## src/rtl/adderx_share_arb.sv

```systemverilog
// Round-robin arbiter granting N_REQ requesters access to one shared adder.
// Three-state flow: grant and capture, add, then hold the response until taken.
module adderx_share_arb #(
  parameter int N_REQ = 4,
  parameter int WIDTH = 2,
  parameter int CHECK = 1
) (
  input  logic                       clk,
  input  logic                       rst,
  input  logic [N_REQ-1:0]           req_valid,
  input  logic [N_REQ*WIDTH-1:0]     req_a,
  input  logic [N_REQ*WIDTH-1:0]     req_b,
  output logic [N_REQ-1:0]           req_ready,
  output logic                       rsp_valid,
  input  logic                       rsp_ready,
  output logic [$clog2(N_REQ)-1:0]   rsp_id,
  output logic [WIDTH-1:0]           rsp_sum,
  output logic                       rsp_ovf,
  output logic                       busy
);

  localparam int IDW = $clog2(N_REQ);

  localparam logic [1:0] S_IDLE = 2'd0;
  localparam logic [1:0] S_EXEC = 2'd1;
  localparam logic [1:0] S_RESP = 2'd2;

  logic [1:0]       state_q, state_d;
  logic [IDW-1:0]   ptr_q, ptr_d;
  logic [WIDTH-1:0] a_q, a_d;
  logic [WIDTH-1:0] b_q, b_d;
  logic [IDW-1:0]   id_q, id_d;
  logic             rsp_valid_q, rsp_valid_d;
  logic [WIDTH-1:0] rsp_sum_q, rsp_sum_d;
  logic             rsp_ovf_q, rsp_ovf_d;
  logic [IDW-1:0]   rsp_id_q, rsp_id_d;

  logic [IDW-1:0]   gnt_idx;
  logic             gnt_any;
  logic             take;
  logic [IDW-1:0]   ptr_nxt;
  logic [WIDTH:0]   sum_full;
  int               j;

  // Rotating priority: scan downward so the lowest offset from ptr wins.
  always_comb begin
    gnt_idx = '0;
    gnt_any = 1'b0;
    j       = 0;
    for (int k = N_REQ - 1; k >= 0; k--) begin
      j = int'(ptr_q) + k;
      if (j >= N_REQ) j = j - N_REQ;
      if (req_valid[j]) begin
        gnt_any = 1'b1;
        gnt_idx = IDW'(j);
      end
    end
  end

  assign take    = (state_q == S_IDLE) && gnt_any && !rst;
  assign ptr_nxt = (gnt_idx == IDW'(N_REQ - 1)) ? '0 : gnt_idx + 1'b1;

  always_comb begin
    req_ready = '0;
    if (take) req_ready[gnt_idx] = 1'b1;
  end

  assign sum_full = {1'b0, a_q} + {1'b0, b_q};

  always_comb begin
    state_d     = state_q;
    ptr_d       = ptr_q;
    a_d         = a_q;
    b_d         = b_q;
    id_d        = id_q;
    rsp_valid_d = rsp_valid_q;
    rsp_sum_d   = rsp_sum_q;
    rsp_ovf_d   = rsp_ovf_q;
    rsp_id_d    = rsp_id_q;
    unique case (state_q)
      S_IDLE: begin
        if (take) begin
          a_d     = req_a[gnt_idx*WIDTH +: WIDTH];
          b_d     = req_b[gnt_idx*WIDTH +: WIDTH];
          id_d    = gnt_idx;
          ptr_d   = ptr_nxt;
          state_d = S_EXEC;
        end
      end
      S_EXEC: begin
        rsp_sum_d   = sum_full[WIDTH-1:0];
        rsp_ovf_d   = (CHECK != 0) ? sum_full[WIDTH] : 1'b0;
        rsp_id_d    = id_q;
        rsp_valid_d = 1'b1;
        state_d     = S_RESP;
      end
      S_RESP: begin
        if (rsp_ready) begin
          rsp_valid_d = 1'b0;
          state_d     = S_IDLE;
        end
      end
      default: state_d = S_IDLE;
    endcase
  end

  always_ff @(posedge clk) begin
    if (rst) begin
      state_q     <= S_IDLE;
      ptr_q       <= '0;
      a_q         <= '0;
      b_q         <= '0;
      id_q        <= '0;
      rsp_valid_q <= 1'b0;
      rsp_sum_q   <= '0;
      rsp_ovf_q   <= 1'b0;
      rsp_id_q    <= '0;
    end else begin
      state_q     <= state_d;
      ptr_q       <= ptr_d;
      a_q         <= a_d;
      b_q         <= b_d;
      id_q        <= id_d;
      rsp_valid_q <= rsp_valid_d;
      rsp_sum_q   <= rsp_sum_d;
      rsp_ovf_q   <= rsp_ovf_d;
      rsp_id_q    <= rsp_id_d;
    end
  end

  assign rsp_valid = rsp_valid_q;
  assign rsp_sum   = rsp_sum_q;
  assign rsp_ovf   = rsp_ovf_q;
  assign rsp_id    = rsp_id_q;
  assign busy      = (state_q != S_IDLE);

endmodule

```

## config.mk

```make
export PLATFORM = sky130hd
export DESIGN_NAME = adderx_share_arb
export DESIGN_NICKNAME = d
export VERILOG_FILES = /design/src/rtl/adderx_share_arb.sv
export SDC_FILE = /design/constraint.sdc
export NUM_CORES = 1
export LEC_CHECK = 0
export ABC_AREA = 1
export ABC_CLOCK_PERIOD_IN_PS = 3900
export CAP_MARGIN = 20
export CORE_MARGIN = 2
export CORE_UTILIZATION = 45
export CTS_BUF_LIST = sky130_fd_sc_hd__clkbuf_8 sky130_fd_sc_hd__clkbuf_16
export DETAILED_ROUTE_END_ITERATION = 12
export PLACE_DENSITY = 0.78
export SKIP_CTS_REPAIR_TIMING = 1
export SYNTH_ARGS = -nofsm -noshare
export SYNTH_HDL_FRONTEND = slang
export SYNTH_SLANG_ARGS = --single-unit
```

## constraint.sdc

```tcl
create_clock -name clk -period 3.9 [get_ports clk]
set_clock_uncertainty 0.1 [all_clocks]
set_input_delay 1.17 -clock clk [delete_from_list [all_inputs] [get_ports clk]]
set_output_delay 1.17 -clock clk [all_outputs]
set_load 0.02 [all_outputs]
```

==> results by group <==
Power
  – Switching share of total power: 0.4851
  – Clock power share: 0.099
  – Reg power frac: 0.171
  – Pwr Density: 848.6 mW/mm2
  – Combinational Power Share: 0.730
  – Int Power: 759.9 uW
  – Leakage Power: 0.0008522 uW
  – Peak supply drop: 0.0007801 V
  – Sw Pwr: 716.0 uW

STA
  – Final hold viol count: 0
  – Fin crit period: 3892 ps
  – Final setup violation count: 0
  – Hold_ws: 358.5 ps
  – Slew of the pin with the lowest slew margin: 492.7 ps
  – Setup TNS: 0 ps
  – Tcrit/Tclk final: 0.9979
  – Maximum clock rate: 256.9 MHz
  – Number of max-slew violations in the final report: 0
  – Rel. slew slack: 0.6681

Global routing
  – Largest net degree at the start of global routing: 10
  – GR Overflow Total: 0
  – Number of global-route vias before repair: 1179
  – First-pass GRT wire length: 4664 um
  – Initial antenna violation count: 0
  – GRT Util Overall: 0.2218

Job
  – Max cap viols: 0

Detailed routing
  – Antenna-violating nets left: 0
  – Drc violations: 0
  – DR vias: 1260
  – Avg Vias per Cell: 5.143
  – WL per Instance: 13.63 um
  – DR iter-0 viols: 16
  – Drt total wl: 3339 um
  – Initial DRT Pass Iterations: 4

Critical path
  – WP data required: 2630 ps
  – Crit start category: input pin
  – Crit path launch: req_valid[0]
  – Reg2reg start: ptr_q[0]
  – Worst Path Arrival: 2620 ps
  – Critical path endpoint category: output port
  – CP max FO: 3
  – Kind of critical path: input pin to output port

Place
  – Detailed Place HPWL: 2104 um
  – Placed Instances: 237
  – Buffers on Ports: 33
  – GPL Wtd Cong: 0.8903

CTS
  – CTS tree: yes
  – Clock Pin Slew Worst Setup and Hold Paths: 60 ps
  – CTS H-tree depth: 1
  – Clock Path Buffers: 2
  – Clk sinks: 16
  – CTS buffer count: 3
  – Root Driver: clkbuf_8
  – Clk Latency, worst-skew pair: 240 ps

Yosys
  – Top cell types by occurrence after synthesis: nand2_1, nand3_1, inv_1
  – Most common cell in the netlist: nand2_1
  – Synth Flop Type: dfxtp_1
  – Top post-synthesis cells by area: dfxtp_1, nand2_1, nand3_1
  – YS warnings: 0
  – Leading area contributor after synthesis: dfxtp_1
  – Area of the mapped netlist: 0.001066 mm2
  – Cells after synthesis: 165
  – Post-synthesis register bit count: 16
  – Yosys top cell area share: 0.3005
  – Post-synth cell types: 25
  – EDFF count, synth: 0
  – Sequential share of the synthesized area: 0.3005
  – Syn nets: 194
  – Synthesized area per cell: 6.461 um2
  – Ys async rst share: 0

Die
  – Die Area: 0.002774 mm2
  – # IOs: 34
  – Row cnt: 17
  – CORE AREA: 0.002233 mm2
  – Die X: 52.67 um
  – Starting Density: 0.4773
  – Height of the die: 52.67 um

Layout
  – Area Growth Syn to Fin: 63.15%
  – Fill cells: 159
  – Final Util: 0.7787
  – Layout cell share with drive strength beyond 1: 0.2811
  – Nets@finish: 247
  – N_diodes: 0
  – Final Non-Filler Cells: 245

Run status
  – Outcome: finished clean

Min path
  – Hold crit path type: flip-flop to flip-flop
  – Min-delay src: rsp_sum[1]
==> through the flow <==
stage | area [um2] | power, uW | worst slack, ps
2_1_floorplan | 1066 | 756.3 | 146.9
3_3_place_gp | 1514 | 1019 | -680.8
3_5_place_dp | 1514 | 1041 | -731.1
4_1_cts | 1569 | 1195 | -747.7
5_1_grt | 1739 | 1582 | -33.91
6_report | 1739 | 1476 | 8.131
==> power by group through the flow <==
stage	logic [uW]	clock network, uW	registers, uW
final	1080	146	252
after global routing	1170	155	256
after global placement	772	0	248
after floorplan	501	0	255
after CTS	800	146	249
after detailed placement	791	0	250
==> final cells by class <==
class / count / area (um2) / area share
inverters: 26 / 107.6 / 0.06187
repair buffers: 50 / 461.7 / 0.2655
well taps: 28 / 35.03 / 0.02014
flip-flops and latches: 16 / 320.3 / 0.1842
multi-input cells: 121 / 759.5 / 0.4367
clock buffers: 4 / 55.05 / 0.03165
==> kinds of logic (layout without fill, tap and decap cells) <==
| group | after synthesis | after routing | share of synthesized area |
|---|---|---|---|
| adder cells (fa/ha/maj) | 6 | 6 | 0.07747 |
| AND/OR/NAND/NOR | 101 | 101 | 0.4413 |
| flip-flops | 16 | 16 | 0.3005 |
| AO/OA/AOI/OAI | 14 | 14 | 0.07278 |
| buffers and inverters | 28 | 80 | 0.1080 |
==> sequential cells by signal, indices dropped and copies added, names as in the netlist <==
| name | cells |
|---|---|
| a_q | 2 |
| id_q | 2 |
| ptr_q | 2 |
| rsp_id | 2 |
| rsp_ovf | 1 |
| rsp_valid | 1 |
| b_q | 2 |
| state_q | 2 |
| rsp_sum | 2 |
==> path summary, 6_finish.rpt <==
kind | to | slack (ps) | depth (start not counted)
setup / recovery | req_ready[3] | 8 | 13
setup reg to reg | b_q[0] | 1700 | 14
hold / removal | rsp_sum[1] | 360 | 2
hold reg to reg | rsp_sum[1] | 360 | 2
==> critical path: stages <==
cell,delay (ps)
dlymetal6s2s_1,140
inv_1,100
nand2_2,100
nand2_2,110
nor2_2,50
nor2_2,120
o21ai_2,70
a21boi_2,240
buf_4,160
ha_4,120
inv_2,40
nor2_4,80
buf_6,120
==> metal layers <==
metal / wire length [um] / track usage
met1: 1246 / 0.2465
met2: 1794 / 0.4229
met3: 186 / 0.03143
met4: 112 / 0.07265
met5: 0 / 0
==> layout by cell type (no fill, tap or decap), types with 2 or more instances in the layout <==
master / synthesis / layout
nor2_4: 1 / 2
clkbuf_8: 0 / 4
a21oi_1: 6 / 6
clkdlybuf4s50_1: 0 / 25
inv_2: 3 / 4
nand2_1: 56 / 48
inv_1: 22 / 20
nand3_1: 23 / 20
nand2_4: 1 / 3
nor2_2: 0 / 2
dlymetal6s2s_1: 0 / 4
buf_4: 0 / 20
nand3_2: 1 / 4
nor2_1: 9 / 6
nand3b_1: 2 / 2
nand2_2: 5 / 10
o21ai_0: 4 / 4
dfxtp_1: 16 / 16
ha_4: 0 / 4
Note: power is estimated with default switching activity, not from simulation.
